**src/rtl/store_unit.sv**
```systemverilog
// Store-path formatter and write buffer: lane-replicates SB/SH/SW data, flags
// misaligned or illegal stores, and queues good stores for the memory port.
module store_unit #(
  parameter int DEPTH = 2
) (
  input  logic        clk,
  input  logic        rst_n,
  input  logic        storeValid,
  output logic        storeReady,
  input  logic [2:0]  funct3,
  input  logic [31:0] addr,
  input  logic [31:0] dataIn,
  output logic        misaligned,
  output logic [31:0] badAddr,
  output logic        memReq,
  output logic [31:0] memAddr,
  output logic [31:0] memWdata,
  output logic [3:0]  memBe,
  input  logic        memGnt,
  output logic        bufEmpty
);

  localparam int PW = $clog2(DEPTH);
  localparam int CW = $clog2(DEPTH + 1);

  logic [29:0]   word_q  [DEPTH];
  logic [31:0]   wdata_q [DEPTH];
  logic [3:0]    be_q    [DEPTH];
  logic [PW-1:0] wr_ptr, rd_ptr;
  logic [CW-1:0] count;

  logic [1:0]  lane;
  logic        fault;
  logic [3:0]  fmt_be;
  logic [31:0] fmt_wdata;
  logic        full, accept, push, pop;

  always_comb begin
    lane      = addr[1:0];
    fault     = 1'b0;
    fmt_be    = 4'b0000;
    fmt_wdata = 32'h0;
    case (funct3)
      3'b000: begin
        fmt_be    = 4'b0001 << lane;
        fmt_wdata = {4{dataIn[7:0]}};
      end
      3'b001: begin
        fault     = lane[0];
        fmt_be    = lane[1] ? 4'b1100 : 4'b0011;
        fmt_wdata = {2{dataIn[15:0]}};
      end
      3'b010: begin
        fault     = (lane != 2'b00);
        fmt_be    = 4'b1111;
        fmt_wdata = dataIn;
      end
      default: fault = 1'b1;
    endcase
  end

  assign full       = (count == CW'(DEPTH));
  assign bufEmpty   = (count == '0);
  assign storeReady = !full && rst_n;
  assign accept     = storeValid && storeReady;
  assign push       = accept && !fault;
  assign memReq     = !bufEmpty;
  assign pop        = memReq && memGnt;

  // Outputs read as zero when the buffer is empty so reset leaves them cleared.
  assign memAddr  = bufEmpty ? 32'h0 : {word_q[rd_ptr], 2'b00};
  assign memWdata = bufEmpty ? 32'h0 : wdata_q[rd_ptr];
  assign memBe    = bufEmpty ? 4'h0  : be_q[rd_ptr];

  always_ff @(posedge clk) begin
    if (push) begin
      word_q[wr_ptr]  <= addr[31:2];
      wdata_q[wr_ptr] <= fmt_wdata;
      be_q[wr_ptr]    <= fmt_be;
    end
  end

  always_ff @(posedge clk) begin
    if (!rst_n) begin
      wr_ptr     <= '0;
      rd_ptr     <= '0;
      count      <= '0;
      misaligned <= 1'b0;
      badAddr    <= 32'h0;
    end else begin
      misaligned <= accept && fault;
      if (accept && fault) badAddr <= addr;
      if (push) wr_ptr <= wr_ptr + PW'(1);
      if (pop)  rd_ptr <= rd_ptr + PW'(1);
      case ({push, pop})
        2'b10:   count <= count + CW'(1);
        2'b01:   count <= count - CW'(1);
        default: count <= count;
      endcase
    end
  end

endmodule

```
**config.mk**
```make
export PLATFORM = sky130hd
export DESIGN_NAME = store_unit
export DESIGN_NICKNAME = d
export VERILOG_FILES = /design/src/rtl/store_unit.sv
export SDC_FILE = /design/constraint.sdc
export NUM_CORES = 1
export LEC_CHECK = 0
export ABC_AREA = 1
export ABC_CLOCK_PERIOD_IN_PS = 5100
export CORE_MARGIN = 1.5
export CORE_UTILIZATION = 45
export CTS_CLUSTER_SIZE = 30
export DETAILED_ROUTE_END_ITERATION = 8
export MAX_ROUTING_LAYER = met4
export PLACE_DENSITY = 0.75
export SLEW_MARGIN = 20
export SYNTH_ARGS = -nofsm -noshare
export SYNTH_HDL_FRONTEND = slang
export SYNTH_SLANG_ARGS = --single-unit
```
**constraint.sdc**
```tcl
create_clock -name clk -period 5.1 [get_ports clk]
set_input_delay 0.765 -clock clk [delete_from_list [all_inputs] [get_ports clk]]
set_output_delay 0.765 -clock clk [all_outputs]
set_load 0.005 [all_outputs]
```
==> results of run 1 <==
-- flip-flops by register name, indices dropped and copies added, names as in the netlist, named ones only --
signal / cells
badAddr: 32
be_q: 8
word_q: 60
rd_ptr: 1
wr_ptr: 1
misaligned: 1
wdata_q: 64
count: 2
-- routing by layer --
layer / part of all wire [%] / vias to the layer above / GRT usage (%) / wire length, um
met5: 0 / - / - / 0
li1: - / 2663 / - / -
met2: 50 / 163 / 34.7 / 8290
met4: 3.0 / 0 / 8.72 / 498
met3: 5.5 / 32 / 4.45 / 911
met1: 42 / 2449 / 27.5 / 6970
-- report_power, final --
| group | switching, mW | internal [mW] |
|---|---|---|
| Sequential | 0.0184 | 1.54 |
| Clock | 0.520 | 0.739 |
| Combinational | 0.257 | 0.238 |
| Total | 0.795 | 2.51 |
-- placed cells by master, fill, tap and decap left out, types with 4 or more instances in the layout --
| cell | instances |
|---|---|
| buf_4 | 7 |
| o21ai_1 | 4 |
| nor2_1 | 43 |
| o21ai_0 | 12 |
| nand2_1 | 210 |
| dfxtp_1 | 37 |
| inv_2 | 4 |
| edfxtp_1 | 132 |
| clkdlybuf4s50_1 | 172 |
| inv_1 | 55 |
| clkbuf_16 | 17 |
| o211ai_1 | 4 |
| nand3_1 | 36 |
| a21oi_1 | 110 |
-- layout make-up --
cell class,instances,area [um2],area share (%)
clock inverter,12,139,1.46
sequential,170,4730,49.7
multi-input combinational,433,1920,20.2
tap,211,264,2.78
clock buffer,20,447,4.70
inverter,59,221,2.33
timing repair buffer,180,1790,18.9
-- worst max path at each step --
| stage | startpoint | end | slack (ps) | cells after the start |
|---|---|---|---|---|
| 5_1_grt | count[1]$_SDFFE_PN0P_ | memAddr[25] | 1570 | 4 |
| 4_1_cts | count[1]$_SDFFE_PN0P_ | memAddr[29] | 1710 | 4 |
| 2_1_floorplan | rst_n | be_q[0][0]$_DFFE_PP_ | 450 | 6 |
| 3_3_place_gp | rst_n | wdata_q[1][8]$_DFFE_PP_ | 1760 | 7 |
| 6_report | count[1]$_SDFFE_PN0P_ | memAddr[29] | 1760 | 4 |
| 3_5_place_dp | rst_n | wdata_q[0][8]$_DFFE_PP_ | 1730 | 7 |
-- stage by stage --
stage	cells	setup slack, ps	utilization (%)	hold WS [ps]
after detailed placement	1053	1730	58.5	440
after global routing	1085	1570	62.3	496
after global placement	1053	1760	58.5	425
after floorplan	703	452	-	426
final	1085	1760	62.3	449
after CTS	1085	1710	62.3	449
-- logic make-up (layout without fill, tap and decap cells) --
group / Yosys count / count (layout) / share of synthesized area (%)
AND/OR/NAND/NOR: 299 / 299 / 17.1
flip-flops: 170 / 170 / 66.7
AO/OA/AOI/OAI: 131 / 131 / 9.44
buffers and inverters: 100 / 271 / 6.52
adder cells (fa/ha/maj): 1 / 1 / 0.177
other: 1 / 2 / 0.0530
-- worst max-delay path, stage by stage, from the launching register on --
cell             delay [ps]
dfxtp_1                 350
nor2_4                  740
buf_4                   470
a21oi_1                 110
clkdlybuf4s50_1         470
==> summary.txt, run 1 <==
Clock tree
  – CTS Hold Bufs: 0
  – Number of setup buffers added after CTS: 0
  – Worst-path clk slew: 60 ps
  – Maximum root-to-sink buffer count: 2
  – Clock Sinks: 170
  – Clk_lat worst skew: approximately 420 ps
  – Post-cts resize count: 0
  – Root buffer cell: clkbuf_16
  – CTS tree: done
  – H-tree levels: 4
  – CTS buffer count: 17

Route
  – DRT Pass-1 Iters: 5
  – Vias: 5,307
  – DRT iter0 DRCs: approximately 290
  – Vias/cell: roughly 4.9
  – Routed wire length: about 17 mm
  – Routed wire per std cell: about 15 um
  – Final ANT Viol Nets: 0
  – DR DRC count: 0

Placement
  – Post-DP Area: about 0.009 mm2
  – HPWL Detailed: about 11 mm
  – Routability-driven placement congestion ratio: 0.878
  – IO buf count: ~170

Power and ir drop
  – Worst IR Drop VDD: 0.266 mV
  – P per Cell Area: between 300 and 400 mW/mm2
  – Static Leak: between 3 and 4 nW
  – Total chip power: between 3 and 4 mW

Synthesis
  – Library cells used by synthesis: 24
  – FF+latch count, synth: 170
  – Post-synth ARST share: 0%
  – Synthesized area per cell: just over 10 um2
  – Post-synth EDFFs: 132
  – Synth warn: 0
  – Sequential-to-total area share from yosys stat: between 60% and 70%
  – Ys flop type: edfxtp_1
  – Top-count cell post-synth: nand2_1
  – Synth top cells by count: nand2_1 (210), edfxtp_1 (132), a21oi_1 (110)
  – Syn Std Cell Area: 0.00708 mm2
  – Syn Inst Count: 702
  – Area leader, netlist: edfxtp_1
  – Dominant cells by area after synthesis: edfxtp_1 (56%), nand2_1 (11%), dfxtp_1 (11%)
  – Yosys top cell area share: a little under three fifths

GRT
  – Vias in the first global route: a little over 5,000
  – First-pass GRT wire length: 26.4 mm
  – Largest net degree at the start of global routing: 67
  – Total grt overflow: 0
  – Initial antenna violation count: 0
  – Gr usage total: between 20% and 30%

Worst setup path
  – Max FO, Critical Path: 38
  – Critical R2R Launch: count[1]$_SDFFE_PN0P_
  – Crit start category: flip-flop
  – Critical path endpoint category: output port
  – Critical path class: flip-flop to output port
  – Reg2reg path depth: 10
  – Reg2reg end: count[1]$_SDFFE_PN0P_
  – Critical Path AT: approximately 2600 ps
  – Worst EP required: ~4300 ps
  – Worst R2R Setup Slack: 2380 ps

Floorplan
  – Row cnt: 45
  – Starting Density: 46.4%
  – Die ar.: about 0.016 mm2
  – Num ports: 175
  – Std-Cell Core Area: ~0.015 mm2
  – Die X: ~130 um
  – Die height: between 100 and 150 um

Timing
  – Crit share post-route: 65.4%
  – Final Hold Vio Count: 0
  – Worst Skew: 8.14 ps
  – Setup TNS: 0 ps
  – Slew margin rel.: between 30% and 40%
  – Setup violations, final: 0
  – Final min period: 3340 ps
  – Least-Margin Pin Slew: ~930 ps
  – RSZ-0062 raised after global routing: false
  – FMAX: roughly 0.30 GHz
  – Fin. max-slew vios: 0

Hold path
  – Hold crit path type: flip-flop to flip-flop
  – Hold_sp: rd_ptr$_SDFFE_PN0P_
  – Hold-critical path depth: 1

Layout
  – Area Overhead vs Synth: 34.3%
  – Layout Nets: 933
  – Post-route design area: about 0.0095 mm2
  – Share of cells above drive strength 1: ~5.8%
  – Fillcell total: 1,228
  – Antenna cell count: 0

Job
  – Max-cap violations: 0

Outcome
  – Status: completed
Power figures use the tool's default switching activity.
==> run 2: changes to the inputs <==
--- a/config.mk
+++ b/config.mk
@@ -6,7 +6,7 @@
 export NUM_CORES = 1
 export LEC_CHECK = 0
 export ABC_AREA = 1
-export ABC_CLOCK_PERIOD_IN_PS = 5100
+export ABC_CLOCK_PERIOD_IN_PS = 3500
 export CORE_MARGIN = 1.5
 export CORE_UTILIZATION = 45
 export CTS_CLUSTER_SIZE = 30
==> constraint.sdc (replaced) <==
create_clock -name clk -period 3.5 [get_ports clk]
set_input_delay 0.525 -clock clk [delete_from_list [all_inputs] [get_ports clk]]
set_output_delay 0.525 -clock clk [all_outputs]
set_load 0.005 [all_outputs]
==> summary.txt, run 2 (synthesis results as in run 1) <==
Timing
  – FMAX: 0.342 GHz
  – RSZ-0062 raised after global routing: false
  – Setup violations, final: 0 (unchanged)
  – Setup TNS: 0 ps (unchanged)
  – Least-Margin Pin Slew: 748 ps (-184 ps)
  – Slew margin rel.: 50.1% (+12 points)
  – Worst hold slack: 448 ps (-0.772 ps)
  – Final setup margin: 572 ps (-1190 ps)
  – Worst Skew: 8.24 ps (+0.0988 ps)
  – Fin. max-slew vios: 0 (unchanged)
  – Final Hold Vio Count: 0 (unchanged)
  – Crit share post-route: 83.7%
  – Final min period: approximately 3000 ps

Floorplan
  – Die height: 128 um (unchanged)
  – Std-Cell Core Area: 0.0153 mm2 (unchanged)
  – Die ar.: 0.0165 mm2 (unchanged)
  – Num ports: 175 (unchanged)
  – Starting Density: 46.4% (unchanged)
  – Row cnt: 45 (unchanged)
  – Die X: 128 um (unchanged)

Placement
  – HPWL Detailed: 11.4 mm (+4.3%)
  – Place WS: 756 ps (-970 ps)
  – Routability-driven placement congestion ratio: 0.852 (-3.0%)
  – IO buf count: 172 (unchanged)

Layout
  – Leading cell type in the layout, fill and taps excluded: nand2_1
  – Sequential cell area: 0.00473 mm2 (unchanged)
  – Antenna cell count: 0 (unchanged)
  – Most frequent cells in the layout: nand2_1 (210), clkdlybuf4s50_1 (172), edfxtp_1 (132)
  – Biggest register: wdata_q
  – Layout Nets: 938 (+0.54%)
  – Multi-input logic area: 0.00192 mm2 (unchanged)
  – Fillcell total: 1,240 (+0.98%)
  – Largest registers: wdata_q x64, word_q x60, badAddr x32
  – Max reg flops: 64 (unchanged)
  – Share of cells above drive strength 1: 6.48% (+0.65 points)
  – Area Overhead vs Synth: 35.2%

Worst setup path
  – Critical Path AT: 2400 ps (-170 ps)
  – Critical path class: flip-flop to output port
  – Critical path endpoint category: output port
  – Crit start category: flip-flop
  – Max FO, Critical Path: 66 (+74%)
  – Worst EP required: 2970 ps (-1370 ps)

Clock tree
  – Number of setup buffers added after CTS: 0 (unchanged)
  – Worst-path clk slew: 60 ps (about the same)
  – H-tree levels: 4 (unchanged)
  – CTS tree: done
  – Root buffer cell: clkbuf_16
  – Clock Sinks: 170 (unchanged)
  – Maximum root-to-sink buffer count: 2 (unchanged)
  – CTS buffer count: 17 (unchanged)
  – CTS Hold Bufs: 0 (unchanged)
  – Post-cts resize count: 0 (unchanged)
  – Clk_lat worst skew: 430 ps (about the same)

GRT
  – Largest net degree at the start of global routing: 67 (unchanged)
  – First-pass GRT wire length: 26.6 mm (+0.52%)
  – Total grt overflow: 0 (unchanged)
  – Vias in the first global route: 5,254 (+2.4%)
  – Initial antenna violation count: 0 (unchanged)
  – Gr usage total: 22.1% (+0.29 points)

Power and ir drop
  – Static Leak: 3.65 nW (+1.2%)
  – P per Cell Area: 502 mW/mm2 (+44%)
  – Worst IR Drop VDD: 0.355 mV (+33%)

Route
  – Vias/cell: 4.98 (+1.7%)
  – DR DRC count: 0 (unchanged)
  – Vias: 5,423 (+2.2%)
  – Routed wire length: 17.1 mm (+2.8%)
  – Routed wire per std cell: 15.7 um (+2.3%)
  – Final ANT Viol Nets: 0 (unchanged)
  – DRT Pass-1 Iters: 5 (unchanged)
  – DRT iter0 DRCs: 295 (+1.4%)

Hold path
  – Hold crit path type: flip-flop to flip-flop

Outcome
  – Status: completed

Job
  – Max-cap violations: 0 (unchanged)
run 2: power by group:
group          switching [mW]  internal, mW  total, mW
clock network           0.737          1.06       1.79
registers              0.0261          2.24       2.26
logic                   0.383         0.359      0.742
run 2: per-stage QoR:
stage / power [mW] / cells / utilization (%) / area (um2)
after floorplan: 2.63 / 703 / - / 7090
after global placement: 3.04 / 1058 / 59.0 / 9000
after detailed placement: 3.05 / 1058 / 59.0 / 9000
after CTS: 4.84 / 1090 / 62.7 / 9570
after global routing: 4.97 / 1090 / 62.7 / 9570
final: 4.80 / 1090 / 62.7 / 9570
run 2: per-layer routing:
metal / vias up / GRT usage (%) / wire length, um
met5: - / - / 0
met4: 0 / 9.78 / 462
met3: 28 / 5.61 / 958
met2: 156 / 37.3 / 8770
met1: 2571 / 24.9 / 6960
li1: 2668 / - / -
run 2: cell type report:
class,count,share of cell area [%]
clock inverters,9,0.876
multi-input cells,433,20.0
flip-flops and latches,170,49.4
well taps,211,2.76
clock buffers,23,5.10
inverters,59,2.31
repair buffers,185,19.5
run 2: worst paths after layout:
kind | startpoint | to | slack (ps) | cells past startpoint
max | flip-flop | memWdata[0] | 570 | 4
min | rd_ptr$_SDFFE_PN0P_ | flip-flop | 450 | 1
max reg2reg | count[0]$_SDFFE_PN0P_ | count[1]$_SDFFE_PN0P_ | 1220 | 10
min reg2reg | rd_ptr$_SDFFE_PN0P_ | flip-flop | 450 | 1
run 2: critical path: stages (launching register included):
cell             delay, ps
dfxtp_2                330
buf_4                  560
nand2_1                100
a21oi_1                360
clkdlybuf4s50_1        580
==> run 3: changes to the inputs <==
--- a/config.mk
+++ b/config.mk
@@ -6,7 +6,7 @@
 export NUM_CORES = 1
 export LEC_CHECK = 0
 export ABC_AREA = 1
-export ABC_CLOCK_PERIOD_IN_PS = 3500
+export ABC_CLOCK_PERIOD_IN_PS = 2850
 export CORE_MARGIN = 1.5
 export CORE_UTILIZATION = 45
 export CTS_CLUSTER_SIZE = 30
==> constraint.sdc (replaced) <==
create_clock -name clk -period 2.85 [get_ports clk]
set_input_delay 0.4275 -clock clk [delete_from_list [all_inputs] [get_ports clk]]
set_output_delay 0.4275 -clock clk [all_outputs]
set_load 0.005 [all_outputs]
==> summary.txt, run 3 (synthesis results as in run 1) <==
Layout
  – Final core utilization: 63.2% (+0.51 points)
  – Non-filler cells in the finished layout: 1,091 (+0.092%)
  – Layout Nets: 939 (+0.11%)
  – Most frequent cells in the layout: nand2_1 (210), clkdlybuf4s50_1 (172), edfxtp_1 (132)
  – Fillcell total: 1,229 (-0.89%)
  – Max reg flops: 64 (unchanged)
  – Area Overhead vs Synth: 36.3%
  – Leading cell type in the layout, fill and taps excluded: nand2_1
  – Post-route design area: 0.00965 mm2 (+0.81%)
  – Largest registers: wdata_q x64, word_q x60, badAddr x32
  – Antenna cell count: 0 (unchanged)
  – Biggest register: wdata_q
  – Share of cells above drive strength 1: 6.70% (+0.22 points)

Timing
  – Worst Skew: 6.57 ps (-1.67 ps)
  – Final Hold Vio Count: 0 (unchanged)
  – Slew margin rel.: 50.4% (+0.29 points)
  – Final min period: 2570 ps
  – RSZ-0062 raised after global routing: false
  – Setup violations, final: 0 (unchanged)
  – Fin. max-slew vios: 0 (unchanged)
  – Crit share post-route: 90.3%
  – FMAX: roughly 0.39 GHz
  – Setup TNS: 0 ps (unchanged)
  – Least-Margin Pin Slew: 744 ps (-4.31 ps)

Job
  – Max-cap violations: 0 (unchanged)

Clock tree
  – Root buffer cell: clkbuf_16
  – H-tree levels: 4 (unchanged)
  – Worst-path clk slew: 60 ps (about the same)
  – Clock Sinks: 170 (unchanged)
  – CTS Hold Bufs: 0 (unchanged)
  – CTS buffer count: 17 (unchanged)
  – Maximum root-to-sink buffer count: 2 (unchanged)
  – Number of setup buffers added after CTS: 0 (unchanged)
  – Clk_lat worst skew: 420 ps (about the same)
  – CTS tree: done
  – Post-cts resize count: 0 (unchanged)

Placement
  – HPWL Detailed: 11.4 mm (-0.28%)
  – Routability-driven placement congestion ratio: 0.884 (+3.7%)
  – Post-DP Area: 0.00901 mm2 (about the same)
  – Placed cell count: 1,059 (+0.095%)
  – IO buf count: 172 (unchanged)

Floorplan
  – Num ports: 175 (unchanged)
  – Starting Density: 46.4% (unchanged)
  – Die X: 128 um (unchanged)
  – Die ar.: 0.0165 mm2 (unchanged)
  – Die height: 128 um (unchanged)
  – Std-Cell Core Area: 0.0153 mm2 (unchanged)
  – Row cnt: 45 (unchanged)

Power and ir drop
  – Clock share of power: 39.9% (+2.5 points)
  – Total chip power: 6.16 mW (+28%)
  – Static Leak: 3.67 nW (+0.61%)
  – Switch share: 23.9% (+0.031 points)
  – Int Pwr: 4.69 mW (+28%)
  – Logic pwr share: 14.9% (-0.5 points)
  – P per Cell Area: 638 mW/mm2 (+27%)
  – Worst IR Drop VDD: 0.543 mV (+53%)
  – Switching power: 1.47 mW (+28%)
  – Reg power frac: 45.2% (-2.0 points)

GRT
  – First-pass GRT wire length: 26.6 mm (+0.13%)
  – Total grt overflow: 0 (unchanged)
  – Largest net degree at the start of global routing: 67 (unchanged)
  – Initial antenna violation count: 0 (unchanged)
  – Vias in the first global route: 5,133 (-2.3%)
  – Gr usage total: 22.0% (-0.027 points)

Hold path
  – Hold crit path type: flip-flop to flip-flop

Route
  – Final ANT Viol Nets: 0 (unchanged)
  – Routed wire length: 17.2 mm (+0.45%)
  – DRT iter0 DRCs: 403 (+37%)
  – DR DRC count: 0 (unchanged)
  – Routed wire per std cell: 15.8 um (+0.36%)
  – Vias/cell: 4.93 (-0.90%)
  – Vias: 5,379 (-0.81%)
  – DRT Pass-1 Iters: 4 (-1)

Worst setup path
  – WP buf/inv: 3 (+1)
  – Max incr delay on CP: 530 ps (-50 ps)
  – Worst EP required: 2420 ps (-550 ps)
  – Crit start category: flip-flop
  – Max FO, Critical Path: 29 (-56%)
  – Cell-by-cell trace of the critical path: clkinv_2, buf_4, nand2_1, a21oi_1, clkdlybuf4s50_1
  – Slowest CP cell: clkdlybuf4s50_1
  – Critical path class: flip-flop to output port
  – Top delay family on crit path: buffers and inverters
  – Critical Path AT: 2150 ps (-250 ps)
  – Critical path endpoint category: output port

Outcome
  – Status: completed
==> run 3: final timing paths <==
| check | slack (ps) | depth (start not counted) | startpoint | endpoint |
|---|---|---|---|---|
| max | 280 | 5 | flip-flop | memAddr[9] |
| min | 460 | 1 | rd_ptr$_SDFFE_PN0P_ | flip-flop |
| max reg2reg | 790 | 10 | count[0]$_SDFFE_PN0P_ | count[1]$_SDFFE_PN0P_ |
| min reg2reg | 460 | 1 | rd_ptr$_SDFFE_PN0P_ | flip-flop |
==> run 3: final cells by class <==
cell class	instances	area, um2	share of cell area (%)
Clock inverter	12	161	1.67
Inverter	59	223	2.31
Timing Repair Buffer	186	1880	19.5
Multi-Input combinational cell	433	1920	19.9
Sequential cell	170	4730	49.0
Clock buffer	20	479	4.97
Tap cell	211	264	2.74
==> run 3: routing by layer <==
layer	vias to the layer above	track usage [%]	share of wire (%)
met5	-	-	0
met4	0	7.93	2.0
met3	24	5.45	5.3
met2	129	36.5	51
met1	2559	26.3	42
li1	2667	-	-
==> run 3: power by group through the flow <==
| stage | clock network (mW) | logic (mW) | registers [mW] |
|---|---|---|---|
| after floorplan | 0 | 0.402 | 2.83 |
| after global placement | 0 | 0.911 | 2.83 |
| after detailed placement | 0 | 0.922 | 2.83 |
| after CTS | 2.47 | 0.928 | 2.78 |
| after global routing | 2.57 | 1.00 | 2.79 |
| final | 2.46 | 0.921 | 2.78 |
==> run 3: worst register-to-register path, stage by stage (launching register included) <==
cell	delay, ps
dfxtp_1	430
inv_2	70
nand2_1	100
nand2_1	120
nor2_4	220
nand3_2	170
ha_1	360
a21oi_1	110
o21ai_0	130
o21ai_0	180
a21oi_1	60
==> run 3: through the flow <==
stage	setup slack (ps)	hold slack, ps
floorplan	62.7	426
global placement	345	434
detailed placement	270	440
CTS	110	448
global route	70.2	483
finish	276	461
